<file path="config.mk">
export PLATFORM = sky130hd
export DESIGN_NAME = apb_master_arb
export DESIGN_NICKNAME = d
export VERILOG_FILES = /design/src/rtl/apb_master_arb.sv
export SDC_FILE = /design/constraint.sdc
export NUM_CORES = 1
export LEC_CHECK = 0
export CAP_MARGIN = 30
export CORE_ASPECT_RATIO = 1.2
export CORE_MARGIN = 5
export CORE_UTILIZATION = 43
export CTS_BUF_LIST = sky130_fd_sc_hd__clkbuf_16
export CTS_CLUSTER_DIAMETER = 30
export DETAILED_ROUTE_END_ITERATION = 12
export PLACE_DENSITY = 0.85
export SLEW_MARGIN = 25
export SYNTH_ARGS = -nofsm -noshare
export SYNTH_HDL_FRONTEND = slang
export SYNTH_SLANG_ARGS = --single-unit
</file>
<file path="constraint.sdc">
create_clock -name hclk -period 8.75 [get_ports hclk]
set_clock_uncertainty 0.2 [all_clocks]
set_input_delay 1.75 -clock hclk [delete_from_list [all_inputs] [get_ports hclk]]
set_output_delay 1.75 -clock hclk [all_outputs]
set_load 0.02 [all_outputs]
</file>
<file path="src/rtl/apb_master_arb.sv">
// Two-port round-robin APB master arbiter and SETUP/ACCESS transfer sequencer.
// Optional ACCESS-phase timeout is enabled by defining APB_ARB_TIMEOUT_EN.
`ifndef PADDR_WIDTH
  `define PADDR_WIDTH 32
`endif
`ifndef APB_DATA_WIDTH
  `define APB_DATA_WIDTH 32
`endif

module apb_master_arb #(
  parameter int ADDR_WIDTH = `PADDR_WIDTH,
  parameter int DATA_WIDTH = `APB_DATA_WIDTH,
  parameter int TIMEOUT    = 255
) (
  input  logic                  hclk,
  input  logic                  hreset,
  input  logic                  req_0,
  input  logic [ADDR_WIDTH-1:0] addr_0,
  input  logic                  write_0,
  input  logic [DATA_WIDTH-1:0] wdata_0,
  output logic                  ack_0,
  output logic                  err_0,
  output logic [DATA_WIDTH-1:0] rdata_0,
  input  logic                  req_1,
  input  logic [ADDR_WIDTH-1:0] addr_1,
  input  logic                  write_1,
  input  logic [DATA_WIDTH-1:0] wdata_1,
  output logic                  ack_1,
  output logic                  err_1,
  output logic [DATA_WIDTH-1:0] rdata_1,
  output logic                  psel_en,
  output logic                  penable,
  output logic [ADDR_WIDTH-1:0] paddr,
  output logic                  pwrite,
  output logic [DATA_WIDTH-1:0] pwdata,
  input  logic                  pready_x,
  input  logic                  pslverr_x,
  input  logic [DATA_WIDTH-1:0] prdata_x
);

  typedef enum logic [1:0] {IDLE, SETUP, ACCESS} state_e;

  state_e                     state_q, state_d;
  logic                       ptr_q, ptr_d, gnt_q, gnt_d;
  logic                       psel_q, psel_d, pen_q, pen_d, pwrite_q, pwrite_d;
  logic [ADDR_WIDTH-1:0]      paddr_q, paddr_d;
  logic [DATA_WIDTH-1:0]      pwdata_q, pwdata_d;
  logic [1:0]                 ack_q, ack_d, err_q, err_d;
  logic [1:0][DATA_WIDTH-1:0] rdata_q, rdata_d;
  logic                       sel, done, done_err;
  logic [DATA_WIDTH-1:0]      done_rdata;

  if (TIMEOUT < 1 || TIMEOUT > 1023) begin : g_bad_timeout
    $error("apb_master_arb: TIMEOUT must be in 1..1023");
  end

`ifdef APB_ARB_TIMEOUT_EN
  localparam logic [9:0] TO_CNT = 10'(TIMEOUT);
  logic [9:0] wcnt_q, wcnt_d;
`endif

  always_comb begin
    state_d    = state_q;
    ptr_d      = ptr_q;
    gnt_d      = gnt_q;
    psel_d     = psel_q;
    pen_d      = pen_q;
    pwrite_d   = pwrite_q;
    paddr_d    = paddr_q;
    pwdata_d   = pwdata_q;
    ack_d      = 2'b00;
    err_d      = err_q;
    rdata_d    = rdata_q;
    done       = 1'b0;
    done_err   = pslverr_x;
    done_rdata = prdata_x;
    sel        = (req_0 && req_1) ? ~ptr_q : req_1;
`ifdef APB_ARB_TIMEOUT_EN
    wcnt_d     = wcnt_q;
`endif
    unique case (state_q)
      // The ack cycle is a turnaround: nobody is granted while an ack is out,
      // so a requester that holds req through its ack is not re-granted early
      // and every zero-wait transfer occupies exactly four cycles.
      IDLE: if (ack_q == 2'b00 && (req_0 || req_1)) begin
        state_d  = SETUP;
        gnt_d    = sel;
        ptr_d    = sel;
        psel_d   = 1'b1;
        paddr_d  = sel ? addr_1  : addr_0;
        pwrite_d = sel ? write_1 : write_0;
        pwdata_d = sel ? wdata_1 : wdata_0;
      end
      SETUP: begin
        state_d = ACCESS;
        pen_d   = 1'b1;
`ifdef APB_ARB_TIMEOUT_EN
        wcnt_d  = '0;
`endif
      end
      ACCESS: begin
        if (pready_x) done = 1'b1;
`ifdef APB_ARB_TIMEOUT_EN
        else if (wcnt_q == TO_CNT) begin
          done       = 1'b1;
          done_err   = 1'b1;
          done_rdata = '0;
        end
        else wcnt_d = wcnt_q + 10'd1;
`endif
        if (done) begin
          state_d        = IDLE;
          psel_d         = 1'b0;
          pen_d          = 1'b0;
          ack_d[gnt_q]   = 1'b1;
          err_d[gnt_q]   = done_err;
          if (!pwrite_q) rdata_d[gnt_q] = done_rdata;
        end
      end
      default: state_d = IDLE;
    endcase
  end

  always_ff @(posedge hclk or posedge hreset) begin
    if (hreset) begin
      state_q  <= IDLE;
      ptr_q    <= 1'b1;
      gnt_q    <= 1'b0;
      psel_q   <= 1'b0;
      pen_q    <= 1'b0;
      pwrite_q <= 1'b0;
      paddr_q  <= '0;
      pwdata_q <= '0;
      ack_q    <= 2'b00;
      err_q    <= 2'b00;
      rdata_q  <= '0;
`ifdef APB_ARB_TIMEOUT_EN
      wcnt_q   <= '0;
`endif
    end else begin
      state_q  <= state_d;
      ptr_q    <= ptr_d;
      gnt_q    <= gnt_d;
      psel_q   <= psel_d;
      pen_q    <= pen_d;
      pwrite_q <= pwrite_d;
      paddr_q  <= paddr_d;
      pwdata_q <= pwdata_d;
      ack_q    <= ack_d;
      err_q    <= err_d;
      rdata_q  <= rdata_d;
`ifdef APB_ARB_TIMEOUT_EN
      wcnt_q   <= wcnt_d;
`endif
    end
  end

  assign psel_en = psel_q;
  assign penable = pen_q;
  assign paddr   = paddr_q;
  assign pwrite  = pwrite_q;
  assign pwdata  = pwdata_q;
  assign ack_0   = ack_q[0];
  assign ack_1   = ack_q[1];
  assign err_0   = err_q[0];
  assign err_1   = err_q[1];
  assign rdata_0 = rdata_q[0];
  assign rdata_1 = rdata_q[1];

endmodule

</file>
Word level (Yosys, flattened, before mapping)
Cells that the tools add are included.

Bitwise operators: 2. Mux-type cells: 21. $mul: 0. Add/subtract/negate cells: 0. Div/mod/pow operators: 0. Reduce and logical (&&, ||, !) cells: 14. Eq/ne operators: 4. Order comparisons: 2. Shift operators: 0.

Operator list (number): $mux 32 (3); $bwmux 64 (1); $demux 32 s1 (1); $mux 2 (4); $reduce_and 2->1 (4); $mux 1 (7); $pmux 2 s3 (1); $reduce_and 3->1 (2); $logic_not 2->1 (2); $ne 2x2->1 const B (2); $pmux 1 s2 (2); $reduce_bool 2->1 (2); $logic_and 1x1->1 (3); $bwmux 2 (1); $eq 2x1->1 const B (1); $eq 2x2->1 const B (1); $lt 1x2->1 const B (1); $not 1->1 (2); $demux 1 s1 (1); $ge 1x1->1 const B (1); $logic_or 1x1->1 (1).

Register bits after elaboration: 139. Bits in latches: 0. Logic and storage cells: 55. RAM bits: 0. Memories kept: 0. Input port bits: 168. Output and inout port bits: 135. Memory bits (read-only): 0.

Depth between registers and ports, before layout
Word-level depth: 6. Depth in mapped cells: 7.

Least setup slack after synthesis
Ideal clock, no wire load.

Path kind: in2reg. Start point: in pready_x. End point: reg rdata_q (netlist bit rdata_1[0]). Path buffers: 2. Data required time: 8.425 ns. Setup slack: 5.627 ns. Cell stages on the path: 5. Data arrival time: 2.798 ns. Cells stage by stage: nand2_2 or4_1 buf_2 buf_6 mux2_4.

Longest elaborated chain between the ends: 3.

Ends and longest elaborated chain: start: declaration (RTL line 36) `input logic pready_x,`; $mux 1 (RTL line 102) `if (pready_x) done = 1'b1;`; $mux 1 (RTL line 81) `unique case (state_q)`; $reduce_and 3->1 (no source line); end signal: assignment (RTL line 151) `rdata_q <= rdata_d;`; end: declaration (RTL line 49) `logic [1:0][DATA_WIDTH-1:0] rdata_q, rdata_d;`.

No other way between the ends. The select of a mux whose other input is x is not followed. A chain may end at the register's enable or synchronous reset.

Final worst setup path
Start point: in pready_x. End point: reg rdata_q (netlist bit rdata_1[15]).

Same word-level chain as after synthesis.

==> results.py <==
metrics = {
    "outcome": {
        "status": "completed",
    },
    "timing": {
        "setup_tns_ps": 0,
        "max_clock_freq_ghz": 0.266,
        "worst_pin_slew_ps": 869,
        "hold_violations": 0,
        "finalMaxSlewViolations": 0,
        "rsz0062_at_grt": "no",
        "maxSlewHeadroom_pct": 42.0,
        "fin_crit_sh_pct": 42.9,
        "period_minus_slack_ps": 3750,
        "setup_viol": 0,
    },
    "synthesis": {
        "synthCells": 402,
        "ys.warnings.count": 0,
        "synth.avg_cell_area_um2": 14.5,
        "syn_area_um2": 5840,
        "ys_types": 26,
        "syn_nets": 570,
        "ys_seq_area_share_pct": 59.6,
        "yosys_register_bits": 139,
    },
    "power": {
        "p_int_mw": 2.31,
        "clkPwrFrac_pct": 19.0,
        "p_seq_share_pct": 31.3,
        "powerDensity_nw_per_um2": 383,
        "leakage_nw": 3.93,
        "finalPower_mw": 3.66,
        "pwr-share-comb_pct": 49.7,
        "vdd_ir_drop_max_mv": 0.247,
        "net-switching-power_mw": 1.35,
        "switching_share_pct": 36.9,
    },
    "global_route": {
        "grtUsageTotal_pct": 23.8,
        "grt_pass1_wl_um": 28900,
        "grt_overflow": 0,
        "grt_pass1_vias": 5286,
        "antenna_found_initial": 0,
        "grt_max_degree": 74,
    },
    "worst_setup_path": {
        "rrSetupSlack_ps": 5830,
        "timing.rr.end": "paddr[20]",
        "cp_max_fo": 19,
        "cp-start-kind": "input pin",
        "crit_path_top_delay_cell": "or4_2",
        "rr_worst_depth": 5,
        "critPathCaptureType": "flop",
        "crit_family": "simple AND/OR/NAND/NOR gates",
        "crit_type": "input pin to flop",
        "r2r-start": "state_q[0]",
        "cp.buffers_inverters": 2,
        "crit_chain": "clkdlybuf4s50_1 > nand2_2 > or4_2 > buf_16 > mux2_4",
        "cp.required_ps": 8840,
        "slowest_delay_ps": 880,
        "crit_arrival_ps": 3850,
    },
    "clock_tree": {
        "htreeDepth": 4,
        "post-cts-setup-buffer-count": 0,
        "cts_hold_buffers": 0,
        "cts.sinks": 139,
        "clkTransAtPathRegs_ps": 60,
        "cts_resized": 0,
        "clockBufferDepth": 2,
        "cts_tree": "built",
        "clk_latency_ps": 410,
        "cts_made_buffers": 17,
        "clock-root-buffer": "clkbuf_16",
    },
    "floorplan": {
        "initial_core_util_pct": 43.9,
        "io-pin-count": 303,
        "die_h_um": 138,
        "core-area_um2": 13300,
        "rows": 46,
        "die_w_um": 116,
        "dieArea_um2": 16000,
    },
    "detailed_routing": {
        "drt-initial-drc-count": 173,
        "drtAntennaViolNets": 0,
        "vias_per_cell": 5.58,
        "routed_wl_um": 19400,
        "wire_per_inst_um": 22.4,
        "num_vias": 4832,
        "drtPass1Iterations": 4,
        "post-route-drc-count": 0,
    },
    "cells_and_area": {
        "layout.nets": 854,
        "fillerInstances": 898,
        "stdcell_area_um2": 9550,
        "mostFrequentLayoutCell": "clkdlybuf4s50_1",
        "syn_to_final_growth_pct": 63.6,
        "insertedDiodeCount": 0,
        "final_layout_size_suffix_gt1_share_pct": 16.0,
        "ff_latch_area_um2": 3480,
        "multi_input_area_um2": 2150,
        "mostFrequentLayoutCells": "clkdlybuf4s50_1, dfrtp_1, o32ai_1, a2bb2oi_1, mux2_2",
    },
    "place": {
        "place_area_um2": 8950,
        "place.gp.congestion": 0.782,
        "port_buffers": 302,
        "post-dp-hpwl_um": 14100,
    },
    "hold_path": {
        "holdPathStages": 1,
        "hp-class": "flop to flop",
        "whs_endpoint": "rdata_0[23]",
        "worstHoldStart": "rdata_0[23]",
    },
    "flow_run": {
        "drv_cap": 0,
    },
}
## synth_stat cells
cell / number / area [um^2]
o211ai_1: 1 / 7.51
a21bo_2: 1 / 10.0
o21ai_0: 3 / 15.0
nor2_1: 1 / 3.75
mux2_2: 36 / 405
a2bb2oi_1: 65 / 569
buf_6: 3 / 33.8
buf_2: 12 / 60.1
nor2b_1: 1 / 6.26
clkbuf_1: 24 / 90.1
nor4_4: 1 / 21.3
dfrtp_1: 138 / 3450
inv_1: 5 / 18.8
o21a_1: 1 / 7.51
o32ai_1: 65 / 569
mux2_4: 30 / 450
mux2_1: 1 / 11.3
a21oi_1: 2 / 10.0
nor3_1: 2 / 10.0
nor4_2: 1 / 12.5
nand2b_1: 1 / 6.26
buf_1: 3 / 11.3
buf_4: 2 / 15.0
dfstp_2: 1 / 26.3
nand2_2: 1 / 6.26
or4_1: 1 / 7.51
## state kept, by name, summed over array words and instances, names as in the netlist
signal and cells:
ack_q 2, err_q 2, gnt_q 1, paddr 32, penable 1, psel_en 1, ptr_q 1, pwdata 32
pwrite 1, rdata_0 32, rdata_1 32, state_q 2
## final cells by class
class	count	area share [%]
sequential	139	36.4
inverter	5	0.262
timing repair buffer	309	32.6
multi-input combinational	214	22.5
clock buffer	17	4.45
clock inverter	14	1.55
tap	168	2.20
## cells by family (layout without fill, tap and decap cells)
| kind of cell | Yosys count | after routing | synth area share (%) |
|---|---|---|---|
| flip-flops | 139 | 139 | 59.6 |
| AO/OA/AOI/OAI | 138 | 138 | 20.4 |
| multiplexers | 67 | 67 | 14.9 |
| buffers and inverters | 49 | 345 | 3.92 |
| AND/OR/NAND/NOR | 9 | 9 | 1.26 |
## routing by layer
| metal | up-vias | wire length, um | track usage [%] |
|---|---|---|---|
| li1 | 2173 | - | - |
| met1 | 2367 | 6760 | 24.7 |
| met2 | 250 | 9860 | 40.8 |
| met3 | 42 | 2190 | 10.8 |
| met4 | 0 | 617 | 10.7 |
| met5 | - | 0 | 0 |
## power by group through the flow
stage | sequential (mW) | combinational (mW) | clock [mW]
2_1_floorplan | 1.47 | 0.620 | 0
3_3_place_gp | 1.13 | 1.77 | 0
3_5_place_dp | 1.14 | 1.82 | 0
4_1_cts | 1.15 | 1.84 | 0.710
5_1_grt | 1.18 | 1.92 | 0.741
6_report | 1.15 | 1.82 | 0.695
## worst max path at each step
stage                   to  cells after the start  slack, ps     start
2_1_floorplan     ack_q[0]                      1       3080    hreset
3_3_place_gp    rdata_1[0]                      4       4540  pready_x
3_5_place_dp    rdata_1[7]                      4       4510  pready_x
4_1_cts         rdata_1[9]                      4       4960  pready_x
5_1_grt        rdata_1[15]                      5       4950  pready_x
6_report       rdata_1[15]                      5       5000  pready_x
## through the flow
| stage | util [%] | cells | worst slack (ps) | hold slack, ps |
|---|---|---|---|---|
| floorplan | - | 402 | 3080 | 269 |
| detailed placement | 67.3 | 834 | 4510 | 294 |
| finish | 71.8 | 866 | 5000 | 306 |
| global route | 71.8 | 866 | 4950 | 325 |
| CTS | 71.6 | 865 | 4960 | 312 |
| global placement | 67.1 | 833 | 4540 | 273 |
No activity file was read; power rests on OpenSTA's default activity.
